--- src/rtl/multi_issue_dispatcher.sv ---
// ============================================================================
// multi_issue_dispatcher : in-order prefix dispatch of one held bundle with
//                          a register scoreboard and wrapping transaction IDs
// Rev 1.0
// ============================================================================
`default_nettype none

module multi_issue_dispatcher #(
    parameter int ISSUE_WIDTH = 4,
    parameter int NR_WB_PORTS = 2,
    parameter int ID_WIDTH    = 4
) (
    input  logic                                   clk_i,
    input  logic                                   rst_ni,
    input  logic                                   bundle_valid_i,
    output logic                                   bundle_ready_o,
    input  logic [ISSUE_WIDTH-1:0]                 bundle_mask_i,
    input  logic [ISSUE_WIDTH-1:0][31:0]           bundle_instr_i,
    input  logic [ISSUE_WIDTH-1:0]                 bundle_wb_i,
    input  logic [ISSUE_WIDTH-1:0][1:0]            bundle_rs_read_i,
    output logic                                   dispatch_valid_o,
    input  logic                                   dispatch_ready_i,
    output logic [ISSUE_WIDTH-1:0]                 dispatch_mask_o,
    output logic [ISSUE_WIDTH-1:0][31:0]           dispatch_instr_o,
    output logic [ISSUE_WIDTH-1:0][ID_WIDTH-1:0]   dispatch_id_o,
    input  logic [NR_WB_PORTS-1:0]                 wb_valid_i,
    input  logic [NR_WB_PORTS-1:0][4:0]            wb_rd_i,
    input  logic                                   flush_i,
    output logic                                   hazard_stall_o
);

    localparam int CNT_W = $clog2(ISSUE_WIDTH + 1);

    logic                                 r_hold_valid;
    logic [ISSUE_WIDTH-1:0]               r_rem_mask;
    logic [ISSUE_WIDTH-1:0][31:0]         r_instr;
    logic [ISSUE_WIDTH-1:0]               r_wb;
    logic [ISSUE_WIDTH-1:0][1:0]          r_rs_read;
    logic [31:0]                          r_sb;
    logic [ID_WIDTH-1:0]                  r_id_cnt;

    logic [ISSUE_WIDTH-1:0]               w_mask;
    logic [ISSUE_WIDTH-1:0][ID_WIDTH-1:0] w_ids;
    logic [CNT_W-1:0]                     w_pop;
    logic [ID_WIDTH-1:0]                  w_run;
    logic                                 w_blocked;
    logic                                 w_haz;
    logic [31:0]                          w_inflight;
    logic [4:0]                           w_rd;
    logic [4:0]                           w_rs1;
    logic [4:0]                           w_rs2;
    logic [31:0]                          w_sb_next;
    logic                                 w_fire;
    logic                                 w_accept;
    logic [ISSUE_WIDTH-1:0]               w_rem_after;

    // Walk slots in order; w_inflight holds rds offered earlier this cycle.
    always_comb begin
        w_mask     = '0;
        w_ids      = '0;
        w_pop      = '0;
        w_run      = r_id_cnt;
        w_blocked  = 1'b0;
        w_haz      = 1'b0;
        w_inflight = '0;
        w_rd       = '0;
        w_rs1      = '0;
        w_rs2      = '0;
        for (int k = 0; k < ISSUE_WIDTH; k++) begin
            w_rd     = r_instr[k][11:7];
            w_rs1    = r_instr[k][19:15];
            w_rs2    = r_instr[k][24:20];
            w_haz    = 1'b0;
            w_ids[k] = w_run;
            if (r_rs_read[k][0] && (r_sb[w_rs1] || w_inflight[w_rs1])) w_haz = 1'b1;
            if (r_rs_read[k][1] && (r_sb[w_rs2] || w_inflight[w_rs2])) w_haz = 1'b1;
            if (r_wb[k] && (r_sb[w_rd] || w_inflight[w_rd]))           w_haz = 1'b1;
            if (r_hold_valid && r_rem_mask[k] && !w_blocked) begin
                if (w_haz) begin
                    w_blocked = 1'b1;
                end else begin
                    w_mask[k] = 1'b1;
                    w_run     = w_run + ID_WIDTH'(1);
                    w_pop     = w_pop + CNT_W'(1);
                    if (r_wb[k] && (w_rd != 5'd0)) w_inflight[w_rd] = 1'b1;
                end
            end
        end
    end

    assign dispatch_mask_o  = w_mask;
    assign dispatch_valid_o = r_hold_valid & (|w_mask);
    assign dispatch_instr_o = r_instr;
    assign dispatch_id_o    = w_ids;
    assign hazard_stall_o   = r_hold_valid & ~dispatch_valid_o;

    // A flush suppresses both the dispatch handshake and bundle acceptance.
    assign w_fire         = dispatch_valid_o & dispatch_ready_i & ~flush_i;
    assign w_rem_after    = r_rem_mask & ~w_mask;
    assign bundle_ready_o = ~flush_i & (~r_hold_valid | (w_fire & (w_rem_after == '0)));
    assign w_accept       = bundle_valid_i & bundle_ready_o;

    // Clears first, then dispatch sets, so a set wins over a same-cycle clear.
    always_comb begin
        w_sb_next = r_sb;
        for (int p = 0; p < NR_WB_PORTS; p++) begin
            if (wb_valid_i[p]) w_sb_next[wb_rd_i[p]] = 1'b0;
        end
        if (w_fire) begin
            for (int k = 0; k < ISSUE_WIDTH; k++) begin
                if (w_mask[k] && r_wb[k]) w_sb_next[r_instr[k][11:7]] = 1'b1;
            end
        end
        w_sb_next[0] = 1'b0;
    end

    always_ff @(posedge clk_i or negedge rst_ni) begin
        if (!rst_ni) begin
            r_hold_valid <= 1'b0;
            r_rem_mask   <= '0;
            r_instr      <= '0;
            r_wb         <= '0;
            r_rs_read    <= '0;
            r_sb         <= '0;
            r_id_cnt     <= '0;
        end else begin
            r_sb <= w_sb_next;
            if (w_fire) r_id_cnt <= r_id_cnt + ID_WIDTH'(w_pop);
            if (flush_i) begin
                r_hold_valid <= 1'b0;
                r_rem_mask   <= '0;
            end else if (w_accept) begin
                r_hold_valid <= |bundle_mask_i;
                r_rem_mask   <= bundle_mask_i;
                r_instr      <= bundle_instr_i;
                r_wb         <= bundle_wb_i;
                r_rs_read    <= bundle_rs_read_i;
            end else if (w_fire) begin
                r_rem_mask <= w_rem_after;
                if (w_rem_after == '0) r_hold_valid <= 1'b0;
            end
        end
    end

endmodule

`default_nettype wire

--- config.mk ---
export PLATFORM = sky130hd
export DESIGN_NAME = multi_issue_dispatcher
export DESIGN_NICKNAME = d
export VERILOG_FILES = /design/src/rtl/multi_issue_dispatcher.sv
export SDC_FILE = /design/constraint.sdc
export NUM_CORES = 1
export LEC_CHECK = 0
export BUFFER_PORTS_ARGS = -buffer_cell sky130_fd_sc_hd__buf_4
export CORE_ASPECT_RATIO = 1.75
export CORE_MARGIN = 1
export CORE_UTILIZATION = 40
export CTS_CLUSTER_SIZE = 40
export DETAILED_ROUTE_END_ITERATION = 8
export GPL_TIMING_DRIVEN = 0
export HOLD_SLACK_MARGIN = 0.15
export PLACE_DENSITY = 0.66
export RECOVER_POWER = 25
export SLEW_MARGIN = 10
export SYNTH_ARGS = -nofsm -noshare
export SYNTH_HDL_FRONTEND = slang
export SYNTH_SLANG_ARGS = --single-unit
--- constraint.sdc ---
create_clock -name clk_i -period 10.8 [get_ports clk_i]
set_input_delay 1.08 -clock clk_i [delete_from_list [all_inputs] [get_ports clk_i]]
set_output_delay 1.08 -clock clk_i [all_outputs]
set_load 0.01 [all_outputs]
==> results.sh <==
export IMPL_grt_first_pass_wirelength_um=126000
export IMPL_run_status="complete, but fails checks"
export IMPL_ctsHtreeMaxLevel=4
export IMPL_timing_critical_path_fanout_max=10
export IMPL_dp_hpwl_um=67900
export IMPL_fmax_mhz=90.9
export IMPL_place_ws_ps=336
export IMPL_cts_hold_repair_buffers=0
export IMPL_setup_violations=2
export IMPL_clock_tree_buffer_depth=2
export IMPL_setup_ws_ps=-205
export IMPL_cp_required_ps=9720
export IMPL_fp_dieW_um=156
export IMPL_syn_avg_cell_area_sq_um=9.41
export IMPL_worst_clock_skew_ps=25.5
export IMPL_detailedRoute_firstIterationViolations=1958
export IMPL_wirelength_um=88500
export IMPL_cp_end_kind="output pin"
export IMPL_layout_drive_gt1_share_pct=32.8
export IMPL_post_drt_wl_per_cell_um=33.1
export IMPL_post_synth_most_frequent_cells="sky130_fd_sc_hd__dfrtp_1 (180), sky130_fd_sc_hd__nand2_1 (148), sky130_fd_sc_hd__clkbuf_1 (119), sky130_fd_sc_hd__nor2_1 (119), sky130_fd_sc_hd__mux2_2 (99)"
export IMPL_cts_sink_cnt=180
export IMPL_design_die_area_sq_um=42500
export IMPL_slew_violations=183
export IMPL_hold_path_class="flip-flop to flip-flop"
export IMPL_share_of_the_synthesized_area_in_the_top_cell_type_pct=27.1
export IMPL_firstDrtPassIters=7
export IMPL_die_height_um=272
export IMPL_fraction_of_registers_with_async_set_or_reset_after_synthesis_pct=100
export IMPL_synth_area_sq_um=16700
export IMPL_ys_top_cells_by_area="sky130_fd_sc_hd__dfrtp_1 (27%), sky130_fd_sc_hd__mux4_2 (12%), sky130_fd_sc_hd__mux2_2 (6.7%)"
export IMPL_post_route_util_pct=49.7
export IMPL_ant_nets=0
export IMPL_antenna_found_initial=4
export IMPL_p_leak_nw=8.15
export IMPL_synth_edf_count=0
export IMPL_r2r_start="dispatch_instr_o[8]$_DFFE_PN0P_"
export IMPL_seq_area_frac_synth_pct=27.1
export IMPL_post_place_cells=2636
export IMPL_synth_seq_cells=180
export IMPL_synthToLayoutAreaGrowth_pct=22.3
export IMPL_timing_worst_setup_path_type="flip-flop to output pin"
export IMPL_worstHoldStart="dispatch_instr_o[14]$_DFFE_PN0P_"
export IMPL_worst_ir_drop_vdd_mv=0.0975
export IMPL_cp_arrival_ps=9930
export IMPL_cts_inserted_buffers=17
export IMPL_initial_utilization_pct=40.7
export IMPL_via_count_of_the_first_global_routing_pass=18209
export IMPL_number_of_distinct_library_cell_variants_in_the_gate_level_netlist_after_synthesis=100
export IMPL_clk_latency_worst_skew_pair_ps=490
export IMPL_clk_pin_slew_worst_paths_ps=80
export IMPL_dr_total_vias=18251
export IMPL_power_density_cell_area_nw_per_um2=188
export IMPL_route_detailed_vias_per_inst=6.84
export IMPL_global_route_overflow_total=0
export IMPL_critical_path_most_common_cell="sky130_fd_sc_hd__buf_4"
export IMPL_final_min_clock_period_ps=11010
export IMPL_postSynthCellCount=1770
export IMPL_drv_max_cap_violation_count=2
export IMPL_core_area_sq_um=41000
export IMPL_worst_slew_pin_slew_ps=5320
export IMPL_violated_checks="max-capacitance violations, max-slew violations, negative setup slack"
export IMPL_crit_path_top_delay_cell="sky130_fd_sc_hd__o211ai_1"
export IMPL_critical_path_buf_inv_count=9
export IMPL_placementRows=98
export IMPL_final_number_of_hold_violating_endpoints=0
export IMPL_timing_critical_path_from="dispatch_instr_o[8]$_DFFE_PN0P_"
export IMPL_final_period_utilization_pct=102
export IMPL_layout_nets=2277
export IMPL_report_power_total_w=0.00382
export IMPL_max_slew_margin_pct=-255
export IMPL_post_synth_top_count_cell="sky130_fd_sc_hd__dfrtp_1"
export IMPL_grt_start_max_net_pins=103
export IMPL_rsz_0062_raised_after_global_routing="no"
export IMPL_tritoncts="done"
export IMPL_design_portCount=312
export IMPL_synth_fp_nets=1941
export IMPL_ys_warnings_count=0
export IMPL_placement_io_buffers=311
export IMPL_clock_root_buffer="sky130_fd_sc_hd__clkbuf_16"
export IMPL_tns_ps=-249
export IMPL_yosys_most_used_dff="sky130_fd_sc_hd__dfrtp_1"
export IMPL_slowest_delay_ps=810
export IMPL_layout_cells_non_filler=2670
export IMPL_yosys_area_top_type="sky130_fd_sc_hd__dfrtp_1"
export IMPL_crit_family="compound AO/OA/AOI/OAI gates"
export IMPL_gp_routability_congestion=1.09
export IMPL_start_kind="flip-flop"
export IMPL_remaining_drc_errors=0
export IMPL_grtUsageTotal_pct=41.6
## routing by layer
metal	wire (um)	GRT usage, %	vias to the layer above	part of all wire, %
li1	-	-	7499	-
met1	30500	46.5	8992	34
met2	41100	66.6	1309	46
met3	8140	9.94	447	9.2
met4	8670	34.9	4	9.8
met5	23	0	-	0.026
## per-stage QoR
step	hold WS, ps	area (sq um)
finish	510	20400
detailed placement	495	19800
floorplan	482	16700
global placement	490	19700
global route	529	20400
CTS	515	20300
## where the power goes
part,internal [W],switching (W)
sequential,0.000823,0.000154
combinational,0.000840,0.00135
clock,0.000307,0.000345
total,0.00197,0.00185
## cells by family after synthesis
group	Yosys count	share of synthesized area, %
xor+xnor	32	1.68
fa+ha+maj	10	0.797
mux	272	25.6
flops	180	27.1
simple gates	605	18.5
buf+inv	219	6.30
compound gates	452	20.1
## state kept, by name (all words and copies together), names as in the netlist
register / cells
r_id_cnt: 4
dispatch_instr_o: 128
r_wb: 4
r_rs_read: 8
r_rem_mask: 4
r_sb: 31
r_hold_valid: 1
## worst paths after layout
check,to,slack [ps],cells past startpoint
setup reg to reg,r_id_cnt[2]$_DFFE_PN0N_,620,26
min in group asynchronous,dispatch_instr_o[119]$_DFFE_PN0P_,2060,1
hold / removal,dispatch_instr_o[14]$_DFFE_PN0P_,510,1
hold reg to reg,dispatch_instr_o[14]$_DFFE_PN0P_,510,1
setup / recovery,bundle_ready_o,-210,28
max in group asynchronous,r_rs_read[5]$_DFFE_PN0P_,2050,2
## timing repair
item	4_1_cts	5_1_grt
pin swaps	0	1
resized for setup	2	6
buffers inserted	0	2
setup endpoints to repair	3	4
## layout make-up
| class | count | area [sq um] |
|---|---|---|
| Clock buffer | 18 | 429 |
| Timing Repair Buffer | 318 | 2380 |
| Tap cell | 550 | 688 |
| Multi-Input combinational cell | 1371 | 11200 |
| Clock inverter | 14 | 134 |
| Antenna cell | 1 | 2.50 |
| Sequential cell | 180 | 4500 |
| Fill cell | 4065 | 20600 |
| Buffer | 177 | 891 |
| Inverter | 41 | 154 |
## cell usage in the layout, fill, tap and decap left out, types with 12 or more instances in the layout
master	instances
sky130_fd_sc_hd__nor2_1	119
sky130_fd_sc_hd__clkbuf_1	121
sky130_fd_sc_hd__a31oi_1	14
sky130_fd_sc_hd__and3_1	18
sky130_fd_sc_hd__o211ai_1	30
sky130_fd_sc_hd__or3_1	12
sky130_fd_sc_hd__a32oi_1	12
sky130_fd_sc_hd__clkbuf_16	17
sky130_fd_sc_hd__o41ai_1	17
sky130_fd_sc_hd__o21ai_0	69
sky130_fd_sc_hd__a21o_1	13
sky130_fd_sc_hd__nand2_1	148
sky130_fd_sc_hd__mux2i_1	25
sky130_fd_sc_hd__inv_1	38
sky130_fd_sc_hd__a22o_1	18
sky130_fd_sc_hd__a21oi_1	48
sky130_fd_sc_hd__o31ai_1	18
sky130_fd_sc_hd__nor3_1	59
sky130_fd_sc_hd__xor2_1	15
sky130_fd_sc_hd__o22ai_1	29
sky130_fd_sc_hd__and2_1	13
sky130_fd_sc_hd__nor2b_1	29
sky130_fd_sc_hd__a22oi_1	33
sky130_fd_sc_hd__nand2b_1	19
sky130_fd_sc_hd__nor4_1	21
sky130_fd_sc_hd__buf_2	24
sky130_fd_sc_hd__nand3_1	74
sky130_fd_sc_hd__nor3b_1	18
sky130_fd_sc_hd__mux2_4	57
sky130_fd_sc_hd__a211oi_1	14
sky130_fd_sc_hd__buf_4	329
sky130_fd_sc_hd__mux4_2	91
sky130_fd_sc_hd__xnor2_1	17
sky130_fd_sc_hd__dfrtp_1	180
sky130_fd_sc_hd__mux2_2	99
sky130_fd_sc_hd__nand4_1	19
(Power assumes the default switching activity.)
